`config.mk`:
```
export PLATFORM = sky130hd
export DESIGN_NAME = piso_serializer
export DESIGN_NICKNAME = d
export VERILOG_FILES = /design/src/rtl/fsm_ones_pkg.sv /design/src/rtl/piso_serializer.sv
export SDC_FILE = /design/constraint.sdc
export NUM_CORES = 1
export LEC_CHECK = 0
export CAP_MARGIN = 20
export CELL_PAD_IN_SITES_DETAIL_PLACEMENT = 0
export CELL_PAD_IN_SITES_GLOBAL_PLACEMENT = 1
export CORE_MARGIN = 10
export CORE_UTILIZATION = 38
export CTS_CLUSTER_SIZE = 40
export DETAILED_ROUTE_END_ITERATION = 7
export GPL_TIMING_DRIVEN = 0
export PLACE_DENSITY_LB_ADDON = 0.1
export SYNTH_ARGS = -nofsm -noshare
export SYNTH_HDL_FRONTEND = slang
export SYNTH_SLANG_ARGS = --single-unit
```
`constraint.sdc`:
```
create_clock -name clk -period 2.3 [get_ports clk]
set_clock_uncertainty 0.1 [all_clocks]
set_input_delay 0.46 -clock clk [delete_from_list [all_inputs] [get_ports clk]]
set_output_delay 0.46 -clock clk [all_outputs]
set_load 0.01 [all_outputs]
```
`src/rtl/fsm_ones_pkg.sv`:
```
// Shared definitions for the ones-sequence detector slice: state encodings
// and default frame geometry reused by the serializer and the detector benches.
package fsm_ones_pkg;

  typedef enum logic [1:0] {
    S_IDLE  = 2'd0,
    S_SHIFT = 2'd1,
    S_GAP   = 2'd2
  } state_t;

  localparam int unsigned DEF_WIDTH = 8;
  localparam int unsigned DEF_GAP   = 1;
  localparam int unsigned GAP_CNT_W = 4;

endpackage

```
`src/rtl/piso_serializer.sv`:
```
// Parallel-in/serial-out word serializer with forced-zero inter-frame gap,
// feeding the serial data_in of the ones-sequence detectors.
module piso_serializer
  import fsm_ones_pkg::*;
#(
  parameter int unsigned WIDTH     = DEF_WIDTH,
  parameter int unsigned GAP       = DEF_GAP,
  parameter bit          MSB_FIRST = 1'b1
) (
  input  logic             clk,
  input  logic             reset,
  input  logic [WIDTH-1:0] data_par,
  input  logic             load,
  output logic             ready,
  output logic             data_out,
  output logic             busy,
  output logic             frame_end
);

  localparam int unsigned CNT_W = (WIDTH > 1) ? $clog2(WIDTH) : 1;
  localparam logic [CNT_W-1:0]     BIT_LAST = CNT_W'(WIDTH - 1);
  localparam logic [GAP_CNT_W-1:0] GAP_LAST = GAP_CNT_W'((GAP > 0) ? GAP - 1 : 0);

  state_t                 state_q, state_d;
  logic [WIDTH-1:0]       shreg_q, shreg_d;
  logic [CNT_W-1:0]       bit_cnt_q, bit_cnt_d;
  logic [GAP_CNT_W-1:0]   gap_cnt_q, gap_cnt_d;
  logic                   ready_d, data_out_d, busy_d, frame_end_d;
  logic                   accept;

  // Next-state datapath; outputs are decoded from the next state so they register cleanly
  always_comb begin
    state_d   = state_q;
    shreg_d   = shreg_q;
    bit_cnt_d = bit_cnt_q;
    gap_cnt_d = gap_cnt_q;
    accept    = load & ready;

    unique case (state_q)
      S_IDLE: begin
        if (accept) begin
          state_d   = S_SHIFT;
          shreg_d   = data_par;
          bit_cnt_d = BIT_LAST;
        end
      end
      S_SHIFT: begin
        shreg_d   = MSB_FIRST ? {shreg_q[WIDTH-2:0], 1'b0} : {1'b0, shreg_q[WIDTH-1:1]};
        bit_cnt_d = bit_cnt_q - CNT_W'(1);
        if (bit_cnt_q == '0) begin
          bit_cnt_d = '0;
          if (GAP > 0) begin
            state_d   = S_GAP;
            gap_cnt_d = GAP_LAST;
          end else if (accept) begin
            shreg_d   = data_par;
            bit_cnt_d = BIT_LAST;
          end else begin
            state_d = S_IDLE;
          end
        end
      end
      S_GAP: begin
        if (gap_cnt_q == '0) begin
          if (accept) begin
            state_d   = S_SHIFT;
            shreg_d   = data_par;
            bit_cnt_d = BIT_LAST;
          end else begin
            state_d = S_IDLE;
          end
        end else begin
          gap_cnt_d = gap_cnt_q - GAP_CNT_W'(1);
        end
      end
      default: state_d = S_IDLE;
    endcase

    data_out_d  = (state_d == S_SHIFT) ? (MSB_FIRST ? shreg_d[WIDTH-1] : shreg_d[0]) : 1'b0;
    busy_d      = (state_d != S_IDLE);
    frame_end_d = (state_d == S_SHIFT) && (bit_cnt_d == '0);
    // Ready on the final cycle of a frame lets the next word follow with no idle bit
    ready_d     = (state_d == S_IDLE)
                || ((GAP == 0) && frame_end_d)
                || ((state_d == S_GAP) && (gap_cnt_d == '0));
  end

  always_ff @(posedge clk or negedge reset) begin
    if (!reset) begin
      state_q   <= S_IDLE;
      shreg_q   <= '0;
      bit_cnt_q <= '0;
      gap_cnt_q <= '0;
      ready     <= 1'b1;
      data_out  <= 1'b0;
      busy      <= 1'b0;
      frame_end <= 1'b0;
    end else begin
      state_q   <= state_d;
      shreg_q   <= shreg_d;
      bit_cnt_q <= bit_cnt_d;
      gap_cnt_q <= gap_cnt_d;
      ready     <= ready_d;
      data_out  <= data_out_d;
      busy      <= busy_d;
      frame_end <= frame_end_d;
    end
  end

endmodule

```
==> results.md, run 1 <==
* Status: complete, no violations
* Worst-Skew Late Latency at 310 ps
* GR Util All Layers at 9.86%
* Setup WS pre-CTS at -110 ps
* Netlist Area Pre-Place at between 1000 and 1500 um2
* Antenna Nets Post-Route at 0
* Pwr Density at 1200 nW/um2
* Final setup vio count at 0
* Area delta synth->final at 21.5%
* Fillers at 311
* Post-Place Cells at 179
* Post-DP HPWL at 2040 um
* Final number of max-transition violations at 0
* First-pass GRT wire length at 4770 um
* Max Cap Viol at 0
* RSZ-0062 raised after global routing: no
* Max transition margin at 37.6%
* FF-to-FF setup slack at roughly 87 ps
* Multi-input gate area at 628 um2
* Clock buffer count from CTS at 3
* Hold crit path type: register to register
* Clock period minus worst slack at between 2000 and 2500 ps
* Die H at 76.4 um
* CP endpoint kind: register
* Number of global-route vias before repair at 982
* CP Launch Type: register
* FMAX at 452 MHz
* Seq/Total Area, Yosys at between 40 and 50%
* Final net count at 160
* Hold path depth at 1
* CTS tree: built
* Initial Utilization at roughly 40%
* H-Tree Level Count at 1
* Final Cycle Share at 96.2%
* Placer Congestion at 0.829
* Clk pin slew, worst setup/hold paths at 110 ps
* Final hold violation count at 0
* Post-Syn Instances at roughly 120
* CTS root buf: clkbuf_4
* Vias at a little under 1000
* Lkg Pwr at 0.692 nW
* YS warnings at 0
* Min setup slack post-route at 87.4 ps
* Maximum vdd drop at 0.000576 V
* Die area at 5840 um2
* DRT Pass-1 Iters at 4
* Longest Clk Path Bufs at 2
* Yosys reg bits at 21
* Rows at 20
* Non-filler cells, final at 185
* ANT cells at 0
* I/O Pins at 15
* Ratio of cells with drive above 1 in the final layout at 13.5%
* Worst path required time at 2450 ps
* DRC errors left at 0
* First DRT Iteration DRCs at 33
* Sink Count at 21
* Flip-flop and latch area at ~530 um2
* Syn Nets at 139
* Die X at about 76 um
* Pin count of the biggest net entering global routing at 22
* CP arrival at 2360 ps
* Average wire per cell in the routed design at 14.8 um
* Via-to-Cell Ratio at between 5 and 6
* Core area at 3050 um2
* FF-to-FF path depth at 8
* WS Path Type: register to register
* Crit-path max FO at 7
* I/O Buffers at 14
* Initial antenna violation count at 0
* Distinct cells, synth at 40
* Congestion Overflow GR at 0
* Measured slew at the worst slew-check pin at 934 ps
* Syn Area/Cell at 9.99 um2
* WL final at 2750 um
[where the power goes]
group          internal (W)  leakage [nW]  total [W]  switching [W]
sequential         0.000512         0.270   0.000602      0.0000899
clock             0.0000677        0.0150   0.000182       0.000114
combinational      0.000435         0.406   0.000981       0.000546
[layout make-up]
cell class                      count  area share (%)
Buffer                              4            1.70
Clock buffer                        4            1.79
Inverter                           12            3.07
Multi-Input combinational cell     83            42.8
Sequential cell                    21            35.9
Tap cell                           44            3.75
Timing Repair Buffer               17            11.1
[routing by layer]
| layer | vias to the layer above | wire length, um | GRT usage (%) |
|---|---|---|---|
| met5 | - | 0 | 0 |
| met4 | 0 | 53 | 4.46 |
| met3 | 7 | 166 | 2.95 |
| met2 | 28 | 1140 | 13.4 |
| met1 | 470 | 1390 | 13.7 |
| li1 | 489 | - | - |
[Yosys cell counts]
| cell | number | area, um2 |
|---|---|---|
| a211o_1 | 3 | 26.3 |
| a211oi_1 | 3 | 22.5 |
| a21boi_0 | 1 | 7.51 |
| a21oi_1 | 5 | 25.0 |
| a21oi_2 | 1 | 8.76 |
| a221o_1 | 1 | 10.0 |
| a221oi_1 | 1 | 8.76 |
| a22o_1 | 13 | 114 |
| a31o_2 | 1 | 8.76 |
| a31oi_1 | 3 | 18.8 |
| a32o_1 | 1 | 10.0 |
| a32oi_1 | 1 | 8.76 |
| a41o_1 | 1 | 10.0 |
| and2_1 | 1 | 6.26 |
| and3_1 | 1 | 6.26 |
| and3_4 | 1 | 11.3 |
| and4_1 | 1 | 8.76 |
| and4bb_2 | 1 | 12.5 |
| buf_6 | 1 | 11.3 |
| clkbuf_1 | 4 | 15.0 |
| dfrtp_1 | 20 | 500 |
| dfstp_2 | 1 | 26.3 |
| ha_1 | 7 | 87.6 |
| inv_1 | 12 | 45.0 |
| mux2i_1 | 1 | 10.0 |
| nand2_1 | 7 | 26.3 |
| nand2b_1 | 2 | 12.5 |
| nor2_1 | 8 | 30.0 |
| nor2b_1 | 1 | 6.26 |
| nor3_1 | 2 | 10.0 |
| nor3b_1 | 1 | 7.51 |
| o2111ai_1 | 1 | 8.76 |
| o21a_1 | 1 | 7.51 |
| o21ai_0 | 3 | 15.0 |
| o21bai_1 | 1 | 7.51 |
| o22a_1 | 1 | 8.76 |
| o31ai_1 | 2 | 15.0 |
| or2_2 | 1 | 6.26 |
| or3_1 | 3 | 18.8 |
| or3b_1 | 1 | 8.76 |
[registers in the layout, indices dropped and copies added (netlist names)]
name and cells:
shreg_q 8, gap_cnt_q 4, bit_cnt_q 3, state_q 2, busy 1, data_out 1
frame_end 1, ready 1
[path summary, 6_finish.rpt]
kind                                    from           end
min in group asynchronous              reset  gap_cnt_q[2]
worst min-delay path              shreg_q[0]    shreg_q[0]
worst max register to register  gap_cnt_q[0]         ready
worst min register to register    shreg_q[0]    shreg_q[0]
worst max-delay path            gap_cnt_q[0]         ready
max in group asynchronous              reset    shreg_q[4]
[placed cells by master, fill, tap and decap left out, types with 2 or more instances in the layout]
cell,synthesis,final
dfrtp_1,20,20
clkdlybuf4s50_1,0,14
a22o_1,13,13
inv_1,12,10
nor2_1,8,8
nand2_1,7,7
ha_1,7,6
a21oi_1,5,5
a31oi_1,3,3
o21ai_0,3,3
or3_1,3,3
a211o_1,3,3
clkbuf_4,0,3
buf_4,0,3
inv_2,0,2
clkbuf_1,4,2
clkbuf_2,0,2
nand2b_1,2,2
o31ai_1,2,2
nor3_1,2,2
a211oi_1,3,2
[metrics by stage]
step                      area (um2)  total power [W]  hold WS, ps  TNS [ps]  util (%)
after floorplan                 1210          0.00129         64.4         0         -
after global placement          1400          0.00157          376      -750      46.0
after detailed placement        1400          0.00158          386      -694      46.0
after CTS                       1450          0.00178          414         0      47.6
after global routing            1470          0.00194          447         0      48.1
final                           1470          0.00177          408         0      48.1
[critical path: stages, from the launching register on]
cell and delay (ps):
dfrtp_1 400, inv_2 70, ha_4 140, or3b_1 360
buf_6 150, and3_4 180, or3_1 300, a211o_1 310
a21oi_2 140
[logic make-up (layout without fill, tap and decap cells)]
group / after synthesis / in the layout / share of synthesized area [%]
multiplexers: 1 / 1 / 0.828
AND/OR/NAND/NOR: 31 / 31 / 14.2
AO/OA/AOI/OAI: 44 / 44 / 28.3
flip-flops: 21 / 21 / 43.6
buffers and inverters: 17 / 37 / 5.90
adder cells (fa/ha/maj): 7 / 7 / 7.25
[timing repair]
action                     in CTS  in global routing
hold buffers                    0                  0
setup endpoints to repair       8                 11
gates resized for setup         2                  7
setup buffers                   2                  1
hold endpoints to repair        0                  0
pin swaps                       0                  1
No activity file was read; power rests on OpenSTA's default activity.
==> run 2: changes to the inputs <==
- GPL_TIMING_DRIVEN: 0 -> default
==> run 2 against run 1 <==
- via count increased by 2.5%
- sequential power about the same
- register-to-register slack improved by 30 ps
- clock power increased by 3%
- first-iteration DRC count increased by 70%
- sequential share of layout area decreased by 0.54 points
- highest routed layer unchanged
==> results.md, run 2 (same netlist as run 1, synthesis figures left out) <==
* CTS tree: built
* Final Cycle Share at 95.0% (-1.2 points)
* FF-to-FF Start: gap_cnt_q[1]
* Die area at 5840 um2 (unchanged)
* Final hold violation count at 0 (unchanged)
* Congestion Overflow GR at 0 (unchanged)
* Final setup vio count at 0 (unchanged)
* FF-to-FF path depth at 7 (-1)
* FMAX at 457 MHz (+1.2%)
* Final number of max-transition violations at 0 (unchanged)
* DRT Pass-1 Iters at 4 (unchanged)
* Post-Place Cells at 185 (+3.4%)
* Clock network power share at 10.0% (-0.3 points)
* Non-filler cells, final at 189 (+2.2%)
* Max Cap Viol at 0 (unchanged)
* FF-to-FF End: ready
* Max transition margin at 74.1% (+37 points)
* Clk pin slew, worst setup/hold paths at 120 ps (about the same)
* Longest Clk Path Bufs at 2 (unchanged)
* End of the critical path: ready
* Crit-path max FO at 4 (-3)
* GR Util All Layers at 10.7% (+0.83 points)
* Most frequent cells in the layout: dfrtp_1, clkdlybuf4s50_1, a22o_1, inv_1, buf_4
* WL final at 3030 um (+10%)
* Lkg Pwr at 0.713 nW (+3.1%)
* CP Launch Type: register
* Maximum vdd drop at 0.000528 V (-8.4%)
* Util after Layout at 48.9% (+0.74 points)
* Die X at 76.4 um (unchanged)
* Min setup slack post-route at 114 ps (+26.6 ps)
* Average wire per cell in the routed design at 16.0 um (+7.9%)
* Rows at 20 (unchanged)
* First DRT Iteration DRCs at 56 (+70%)
* Via-to-Cell Ratio at 5.39 (+0.35%)
* Placement Cell Area at 1460 um2 (+4.0%)
* Vias at 1019 (+2.5%)
* ANT cells at 0 (unchanged)
* Comb pwr share at 58.2% (+2.6 points)
* CP arrival at 2340 ps (-20 ps)
* Switching Share at 42.2% (-0.35 points)
* Largest Register: shreg_q
* Pin count of the biggest net entering global routing at 22 (unchanged)
* Most common cell after layout, fill and taps aside: dfrtp_1
* Post-DP HPWL at 2270 um (+11%)
* Worst path required time at 2450 ps (about the same)
* Pwr Density at 1260 nW/um2 (+5.2%)
* Clock buffer count from CTS at 3 (unchanged)
* Die H at 76.4 um (unchanged)
* I/O Pins at 15 (unchanged)
* Final net count at 164 (+2.5%)
* Hold crit path type: input port to asynchronous set/reset pin
* CP endpoint kind: register
* Top flop regs: shreg_q x8, gap_cnt_q x4, bit_cnt_q x3
* FF-to-FF setup slack at 110 ps (+30 ps)
* Placer Congestion at 0.811 (-2.2%)
* Core area at 3050 um2 (unchanged)
* Initial antenna violation count at 0 (unchanged)
* Antenna Nets Post-Route at 0 (unchanged)
* Worst-Skew Late Latency at 320 ps (about the same)
* Sum of negative setup slack at 0 ps (unchanged)
* Measured slew at the worst slew-check pin at 389 ps (-545 ps)
* RSZ-0062 raised after global routing: no
* First-pass GRT wire length at 5180 um (+8.6%)
* Clock period minus worst slack at 2190 ps (-26.6 ps)
* H-Tree Level Count at 1 (unchanged)
* Sw power at 0.000795 W (+5.9%)
* Multi-input gate area at 616 um2 (-2.0%)
* WS Path Type: register to register
* Sink Count at 21 (unchanged)
* I/O Buffers at 14 (unchanged)
* Final Cell Area at 1490 um2 (+1.5%)
* Flip-flop and latch area at 527 um2 (unchanged)
* DRC errors left at 0 (unchanged)
* CP startpoint: gap_cnt_q[1]
* Ratio of cells with drive above 1 in the final layout at 14.5% (+1.0 points)
* Internal at 0.00109 W (+7.4%)
* Status: complete, no violations
* Initial Utilization at 39.6% (unchanged)
* Fillers at 304 (-2.3%)
* CTS root buf: clkbuf_4
* Max reg flops at 8 (unchanged)
* Area delta synth->final at 23.4%
* Number of global-route vias before repair at 1030 (+4.9%)
* Setup WS pre-CTS at 103 ps (+213 ps)
* Reg power frac at 31.9% (-2.2 points)
-- run 2: cell types whose count changed in the layout (fill, tap and decap cells not counted), moves of 2 or more --
cell / previous run / this run
inv_2: 2 / 0
clkbuf_2: 2 / 0
inv_1: 10 / 12
buf_4: 3 / 11
-- run 2: how the worst min path moves through the flow --
| stage | start | endpoint | slack (ps) | cells after the start |
|---|---|---|---|---|
| 2_1_floorplan | reset | bit_cnt_q[0] | 60 | 0 |
| 3_3_place_gp | shreg_q[0] | shreg_q[0] | 370 | 1 |
| 3_5_place_dp | shreg_q[0] | shreg_q[0] | 390 | 1 |
| 4_1_cts | reset | gap_cnt_q[3] | 370 | 2 |
| 5_1_grt | reset | shreg_q[3] | 380 | 2 |
| 6_report | reset | gap_cnt_q[3] | 370 | 2 |
-- run 2: per-stage QoR --
stage	total power, W	hold WS (ps)
floorplan	0.00129	64.4
global placement	0.00168	375
detailed placement	0.00170	386
CTS	0.00189	375
global route	0.00206	382
finish	0.00188	370
-- run 2: final cells by class --
cell class / instances / area share [%]
well taps: 44 / 3.69
clock buffers: 4 / 1.76
repair buffers: 25 / 14.9
multi-input cells: 83 / 41.3
flip-flops and latches: 21 / 35.3
inverters: 12 / 3.02
-- run 2: metal layers --
| metal | routed length (um) | GRT usage (%) | part of all wire [%] |
|---|---|---|---|
| met4 | 34 | 3.72 | 1.1 |
| met1 | 1510 | 15.5 | 50 |
| met2 | 1350 | 14.5 | 45 |
| met5 | 0 | 0 | 0 |
| met3 | 133 | 2.95 | 4.4 |
-- run 2: repair_timing --
item | CTS | global route
buffers inserted | 0 | 0
gates resized for setup | 0 | 1
setup endpoints to repair | 0 | 2
hold buffers | 0 | 0
-- run 2: worst max-delay path, stage by stage (launching register included) --
cell and delay (ps):
dfrtp_1 420, inv_1 70, ha_1 150, or3b_1 410
and3_4 210, or3_1 310, a211o_1 320, a21oi_2 130
-- run 2: power groups by stage --
stage                     Sequential (W)  Combinational [W]  Clock (W)
after floorplan                 0.000603           0.000692          0
after global placement          0.000606            0.00107          0
after detailed placement        0.000607            0.00109          0
after CTS                       0.000602            0.00110   0.000195
after global routing            0.000623            0.00123   0.000208
final                           0.000601            0.00110   0.000188
==> run 3: changes to the inputs <==
- CTS_BUF_LIST: default -> sky130_fd_sc_hd__clkbuf_8 sky130_fd_sc_hd__clkbuf_16
- CTS_CLUSTER_SIZE: 40 -> 30
==> run 3 against run 2 <==
- utilization is 0.61 points higher
- count of clock-buffer cells in the layout is 1 lower
- sequential power hardly changed
- routed wire length is 0.89% lower
- final area is 1.3% higher
- largest cell class unchanged
==> results.md, run 3 (same netlist as run 1, synthesis figures left out) <==
* Die X at 76.4 um (unchanged)
* Max transition margin at 74.7% (+0.56 points)
* Initial antenna violation count at 0 (unchanged)
* Rows at 20 (unchanged)
* WS Path Type: register to register
* CTS root buf: clkbuf_8
* Hold Buf Count CTS at 0 (unchanged)
* CTS tree: built
* ANT cells at 0 (unchanged)
* CP delay by family, top: simple AND/OR/NAND/NOR gates
* Most common cell after layout, fill and taps aside: dfrtp_1
* Clock buffer count from CTS at 3 (unchanged)
* CP Buf/Inv Count at 1 (unchanged)
* First DRT Iteration DRCs at 40 (-29%)
* FF-to-FF setup slack at 130 ps (+20 ps)
* Reg power frac at 30.9% (-1.0 points)
* FF-to-FF Start: gap_cnt_q[1]
* CP Cell Sequence: inv_1, ha_1, or3b_1, and3_4, or3_1, a211o_1, a21oi_2
* Comb pwr share at 56.4% (-1.8 points)
* First-pass GRT wire length at 5130 um (-0.81%)
* CP arrival at 2280 ps (-60 ps)
* CP endpoint kind: register
* Max reg flops at 8 (unchanged)
* Die H at 76.4 um (unchanged)
* WL final at 3000 um (-0.89%)
* Largest Register: shreg_q
* GR Util All Layers at 10.5% (-0.17 points)
* Sum of negative setup slack at 0 ps (unchanged)
* DRT Pass-1 Iters at 4 (unchanged)
* Status: complete, no violations
* Post-DP HPWL at 2270 um (unchanged)
* Final hold violation count at 0 (unchanged)
* Maximum vdd drop at 0.000452 V (-14%)
* Area delta synth->final at 24.9%
* FF-to-FF path depth at 7 (unchanged)
* RSZ-0062 raised after global routing: no
* Clk pin slew, worst setup/hold paths at 80 ps (-40 ps)
* Ratio of cells with drive above 1 in the final layout at 14.5% (unchanged)
* Sw power at 0.000801 W (+0.82%)
* Final setup vio count at 0 (unchanged)
* Pin count of the biggest net entering global routing at 22 (unchanged)
* Pwr Density at 1290 nW/um2 (+1.8%)
* Worst path required time at 2410 ps (-40 ps)
* Sink Count at 21 (unchanged)
* Lkg Pwr at 0.725 nW (+1.7%)
* Fillers at 302 (-0.66%)
* Antenna Nets Post-Route at 0 (unchanged)
* Final number of max-transition violations at 0 (unchanged)
* Placer Congestion at 0.811 (unchanged)
* Max Cap Viol at 0 (unchanged)
* Vias at 1024 (+0.49%)
* Longest Clk Path Bufs at 2 (unchanged)
* CP Launch Type: register
* Setup Buffers After CTS at 0 (unchanged)
* Measured slew at the worst slew-check pin at 380 ps (-8.39 ps)
* FMAX at 461 MHz (+0.78%)
* Crit-path slowest cell: dfrtp_1
* Critical path depth in cells at 7 (unchanged)
* Post-CTS Resized at 0 (unchanged)
* Final net count at 164 (unchanged)
* I/O Buffers at 14 (unchanged)
* Average wire per cell in the routed design at 15.9 um (-0.89%)
* CP startpoint: gap_cnt_q[1]
* Most frequent cells in the layout: dfrtp_1, clkdlybuf4s50_1, inv_1, a22o_1, buf_4
* Initial Utilization at 39.6% (unchanged)
* Number of global-route vias before repair at 1017 (-1.3%)
* DRC errors left at 0 (unchanged)
* Congestion Overflow GR at 0 (unchanged)
* Tot Pwr at 0.00194 W (+3.1%)
* Final Cycle Share at 94.3% (-0.73 points)
* Via-to-Cell Ratio at 5.42 (+0.49%)
* Top flop regs: shreg_q x8, gap_cnt_q x4, bit_cnt_q x3
* Switching Share at 41.2% (-0.94 points)
* Clock network power share at 12.7% (+2.7 points)
* Die area at 5840 um2 (unchanged)
* Worst-Skew Late Latency at 270 ps (-50 ps)
* Peak per-stage delay on the critical path at 410 ps (about the same)
* FF-to-FF End: ready
* I/O Pins at 15 (unchanged)
* Internal at 0.00114 W (+4.8%)
* Hold crit path type: register to register
* H-Tree Level Count at 1 (unchanged)
* Core area at 3050 um2 (unchanged)
* Crit-path max FO at 4 (unchanged)
* Clock period minus worst slack at 2170 ps (-16.8 ps)
* End of the critical path: ready
==> run 3: worst min-delay path by stage <==
stage | start | to | slack (ps) | cells after the start
finish | shreg_q[0] | shreg_q[0] | 400 | 1
global route | shreg_q[0] | shreg_q[0] | 440 | 1
CTS | shreg_q[0] | shreg_q[0] | 400 | 1
detailed placement | shreg_q[0] | shreg_q[0] | 390 | 1
global placement | shreg_q[0] | shreg_q[0] | 370 | 1
floorplan | reset | bit_cnt_q[0] | 60 | 0
==> run 3: cell type report <==
cell class	count	area (um2)	area share, %
clock buffers	3	41.3	2.73
clock inverters	1	3.75	0.249
inverters	12	45.0	2.98
multi-input cells	83	616	40.8
flip-flops and latches	21	527	34.9
well taps	44	55.1	3.65
repair buffers	25	223	14.7
==> run 3: worst reg2reg max path, cell delays in order, from the launching register on <==
cell,delay [ps]
dfrtp_1,410
inv_1,60
ha_1,150
or3b_1,410
and3_4,210
or3_1,310
a211o_1,320
a21oi_2,140
==> run 3: per-stage QoR <==
stage,area (um2),util (%),hold slack [ps],worst slack [ps],cells
after floorplan,1210,-,64.4,108,121
after global placement,1460,47.8,375,98.6,185
after detailed placement,1460,47.8,386,103,185
after CTS,1510,49.3,404,106,189
after global routing,1510,49.5,443,35.6,189
final,1510,49.5,402,131,189
==> run 3: power groups by stage <==
stage / Clock, W / Sequential, W / Combinational [W]
after floorplan: 0 / 0.000603 / 0.000692
after global placement: 0 / 0.000606 / 0.00107
after detailed placement: 0 / 0.000607 / 0.00109
after CTS: 0.000261 / 0.000602 / 0.00110
after global routing: 0.000267 / 0.000623 / 0.00123
final: 0.000248 / 0.000600 / 0.00110
==> run 3: routing by layer <==
layer  global-route usage, %  up-vias  share of wire, %
met5                       0        -                 0
met1                    15.2      502                50
met2                    14.5       22                45
met4                    3.72        0               1.2
met3                    2.59        4               4.4
li1                        -      496                 -
==> patch 1 (flow settings as in run 2) <==
`MSB_FIRST`: 1'b1 -> 1'b0.
--- a/src/rtl/piso_serializer.sv
+++ b/src/rtl/piso_serializer.sv
@@ -5,7 +5,7 @@
 #(
   parameter int unsigned WIDTH     = DEF_WIDTH,
   parameter int unsigned GAP       = DEF_GAP,
-  parameter bit          MSB_FIRST = 1'b1
+  parameter bit          MSB_FIRST = 1'b0
 ) (
   input  logic             clk,
   input  logic             reset,
Check against the original RTL: not equivalent (Yosys sat finds a counterexample within 4 cycles, from zero or initial values and one cycle with reset low).
==> patch 1 against run 2 <==
Final area increased by 1.8%; power decreased by 10%; routed wire length increased by 0.23%; global-route usage decreased by 0.20 points; synthesized area decreased by 0.31%; sequential power decreased by 2%; sequential cell count unchanged; setup slack got worse by 0.013 ns; combinational power decreased by 16%; critical path depth unchanged; die area decreased by 0.22%; critical path type unchanged.
==> patch 1: results (changes against run 2) <==
| Metric | Value |
|---|---|
| P_leak | `0.000674 uW (-5.5%)` |
| Total power after layout | `1690 uW (-10%)` |
| Post-CTS clock slew at the launch and capture registers of the worst setup and hold paths | `0.12 ns (about the same)` |
| Count of unique library cells instantiated by Yosys | `38 (-5.0%)` |
| Drt initial violations | `48 (-14%)` |
| Worst-case setup slack after placement | `-0.0222 ns (-0.126 ns)` |
| Cell types occupying the most area after synthesis | `sky130_fd_sc_hd__dfrtp_1, sky130_fd_sc_hd__a22o_1, sky130_fd_sc_hd__ha_1, sky130_fd_sc_hd__a21oi_1, sky130_fd_sc_hd__inv_1` |
| Routability congestion estimate from global placement | `0.808 (-0.42%)` |
| Power attributed to sequential cells | `588 uW (-2%)` |
| Portion of the post-synthesis area used by sequential elements | `43.7% (+0.14 points)` |
| Final-layout fill cell count | `305 (+0.33%)` |
| Wire length of the first global-routing pass | `5180 um (+0.12%)` |
| Ratio of routed vias to standard cells | `5.55 (+3.0%)` |
| Commonest cells in the synthesized netlist | `sky130_fd_sc_hd__dfrtp_1, sky130_fd_sc_hd__a22o_1, sky130_fd_sc_hd__inv_1` |
| Max FO, Critical Path | `6 (+2)` |
| Share of final-layout standard cells stronger than drive strength 1 | `16.3% (+1.8 points)` |
| Inserted Clock Buffers | `3 (unchanged)` |
| Result of the run | `complete, no violations` |
| Clock-net power | `182 uW (-3%)` |
| Wire length after detailed routing | `3030 um (+0.23%)` |
| Detailed Place HPWL | `2230 um (-1.8%)` |
| Post-synth net total | `140 (+0.72%)` |
| Multiplexer fraction of the synthesized cell area | `0.831% (+0.0026 points)` |
| Via count of the routed design | `1061 (+4.1%)` |
| Synth Area in Compound Gates | `28.6% (+0.30 points)` |
| Tot GR Track Use | `10.5% (-0.20 points)` |
| Final layout net count | `166 (+1.2%)` |
| Relative slew slack | `78.3% (+4.2 points)` |
| Area share of fa/ha/maj cells after synthesis | `7.27% (+0.023 points)` |
| Maximum vdd ir drop | `0.510 mV (-3.4%)` |
| Switching Power | `674 uW (-15%)` |
| Per-instance average area after synthesis | `9.88 sq um (-1.1%)` |
| Post-cts sizing count | `1 (+1)` |
| Placed Cells | `186 (+0.54%)` |
patch 1: layout make-up:
cell class / instances / area (sq um) / share of cell area [%]
Sequential cell: 21 / 527 / 34.7
Tap cell: 44 / 55.1 / 3.62
Timing Repair Buffer: 25 / 226 / 14.9
Inverter: 10 / 37.5 / 2.47
Multi-Input combinational cell: 87 / 647 / 42.6
Clock buffer: 4 / 26.3 / 1.73
patch 1: worst paths after layout:
kind,startpoint,endpoint,slack (ns),depth (start not counted)
setup / recovery,gap_cnt_q[1]$_DFF_PN0_,frame_end$_DFF_PN0_,0.10,7
hold / removal,reset,shreg_q[0]$_DFF_PN0_,0.39,2
setup reg to reg,gap_cnt_q[1]$_DFF_PN0_,frame_end$_DFF_PN0_,0.10,7
hold reg to reg,shreg_q[0]$_DFF_PN0_,shreg_q[0]$_DFF_PN0_,0.40,2
max in group asynchronous,reset,ready$_DFF_PN1_,1.43,2
min in group clk,shreg_q[0]$_DFF_PN0_,shreg_q[0]$_DFF_PN0_,0.40,2
patch 1: routing by layer:
metal,part of all wire [%],vias up,wire length (um),track usage [%]
met1,46,526,1380,13.5
met4,1.9,0,59,4.65
met2,49,24,1490,16.4
li1,-,503,-,-
met5,0,-,0,0
met3,3.5,8,106,2.12
patch 1: worst max-delay path, cell delays in order (launching register included):
cell and delay (ns):
sky130_fd_sc_hd__dfrtp_1 0.40, sky130_fd_sc_hd__inv_1 0.11, sky130_fd_sc_hd__ha_4 0.17, sky130_fd_sc_hd__or3b_4 0.41, sky130_fd_sc_hd__a221oi_2 0.30, sky130_fd_sc_hd__nor3_2 0.07, sky130_fd_sc_hd__or4_1 0.47, sky130_fd_sc_hd__nor2_1 0.11
==> patch 2 (flow settings as in run 2) <==
Made on the original files. The 3 states of `state_t` get a one-hot encoding in 3 bits.
--- a/src/rtl/fsm_ones_pkg.sv
+++ b/src/rtl/fsm_ones_pkg.sv
@@ -2,10 +2,10 @@
 // and default frame geometry reused by the serializer and the detector benches.
 package fsm_ones_pkg;
 
-  typedef enum logic [1:0] {
-    S_IDLE  = 2'd0,
-    S_SHIFT = 2'd1,
-    S_GAP   = 2'd2
+  typedef enum logic [2:0] {
+    S_IDLE  = 3'b001,
+    S_SHIFT = 3'b010,
+    S_GAP   = 3'b100
   } state_t;
 
   localparam int unsigned DEF_WIDTH = 8;
Function: no difference found for any inputs over 10 cycles, from zero or initial values and one cycle with reset low; not proved beyond that.
==> patch 2 against run 2 <==
Count of clock-buffer cells in the layout down 1; sequential cell count is the same; final area is 4.9% lower; setup slack improved by 0.024 ns; routed wire length is 11% lower; power shrank 22%; die area down 2.1%; non-clock buffer count is 4 lower; sequential power increased by 5.0%; synthesized area down 2.9%; critical endpoint unchanged.
==> patch 2: results (changes against run 2) <==
| Metric | Value |
|---|---|
| Transition time at the pin with the least slew margin | `0.465 ns (+0.0762 ns)` |
| Total power per unit cell area | `1040 nW/um^2 (-18%)` |
| Commonest cells in the synthesized netlist | `sky130_fd_sc_hd__dfrtp_1, sky130_fd_sc_hd__nand2_1, sky130_fd_sc_hd__a21oi_1, sky130_fd_sc_hd__o21ai_0, sky130_fd_sc_hd__nor2_1` |
| Largest registers ranked by flip-flop count | `shreg_q: 7 flops, gap_cnt_q: 4 flops` |
| Met1 demand-to-capacity share in global routing | `14.9% (-0.66 points)` |
| Post-synth net total | `135 (-2.9%)` |
| Number of post-CTS setup repair buffers | `1 (+1)` |
| Detailed Place HPWL | `1940 um (-14%)` |
| Area occupied by multi-input gates | `611 sq um (-0.81%)` |
| Max FO, Critical Path | `5 (+1)` |
| Share of final-layout standard cells stronger than drive strength 1 | `16.5% (+2.1 points)` |
| Worst reg2reg startpoint | `bit_cnt_q[0]$_DFF_PN0_` |
| Maximum single-stage delay on the critical path | `0.47 ns (+0.05 ns)` |
| Maximum vdd ir drop | `0.446 mV (-16%)` |
| Result of the run | `complete, no violations` |
| Routed wire length on met3 | `117 um (-12%)` |
| P_leak | `0.000624 uW (-13%)` |
| Wire length after detailed routing | `2690 um (-11%)` |
| Max stage delay cell, worst path | `sky130_fd_sc_hd__or4bb_4` |
| Met2 Usage GRT | `14.1% (-0.39 points)` |
| Tot GR Track Use | `10.3% (-0.40 points)` |
| Slack of the worst reg-to-reg path | `0.14 ns (+0.02 ns)` |
| Latest clock arrival within the worst-skew pair | `0.30 ns (-0.02 ns)` |
| Routed met1 length | `1450 um (-3.9%)` |
| Portion of the post-synthesis area used by sequential elements | `45.0% (+1.4 points)` |
| Drt initial violations | `74 (+32%)` |
| Vias in the first global route | `939 (-8.8%)` |
| Wire length of the first global-routing pass | `4600 um (-11%)` |
[patch 2: logic make-up after synthesis]
group / after synthesis / synth area share [%]
DFF: 21 / 45.0
adders and majority gates: 3 / 3.20
buffers and inverters: 12 / 5.12
AOI/OAI and AO/OA: 41 / 24.9
and+or+nand+nor: 44 / 21.8
[patch 2: per-stage QoR]
step           setup WS (ns)  hold WS, ns  cell area [sq um]
2_1_floorplan          0.174       0.0644               1170
3_3_place_gp           0.139        0.395               1360
3_5_place_dp          0.0725        0.393               1360
4_1_cts               0.0118        0.363               1400
5_1_grt               0.0458        0.362               1420
6_report               0.138        0.358               1420
[patch 2: worst max path at each step]
| stage | from | endpoint | slack [ns] | depth (start not counted) |
|---|---|---|---|---|
| floorplan | bit_cnt_q[1]$_DFF_PN0_ | ready$_DFF_PN1_ | 0.17 | 7 |
| global placement | bit_cnt_q[1]$_DFF_PN0_ | ready$_DFF_PN1_ | 0.14 | 7 |
| detailed placement | bit_cnt_q[1]$_DFF_PN0_ | ready$_DFF_PN1_ | 0.07 | 7 |
| CTS | bit_cnt_q[0]$_DFF_PN0_ | ready$_DFF_PN1_ | 0.01 | 7 |
| global route | bit_cnt_q[0]$_DFF_PN0_ | ready$_DFF_PN1_ | 0.05 | 7 |
| finish | bit_cnt_q[0]$_DFF_PN0_ | ready$_DFF_PN1_ | 0.14 | 7 |
[patch 2: cell type report]
class | instances | area share, %
Inverter | 5 | 1.32
Multi-Input combinational cell | 88 | 43.0
Tap cell | 33 | 2.91
Clock buffer | 3 | 1.59
Timing Repair Buffer | 21 | 13.6
Clock inverter | 1 | 0.353
Sequential cell | 21 | 37.2
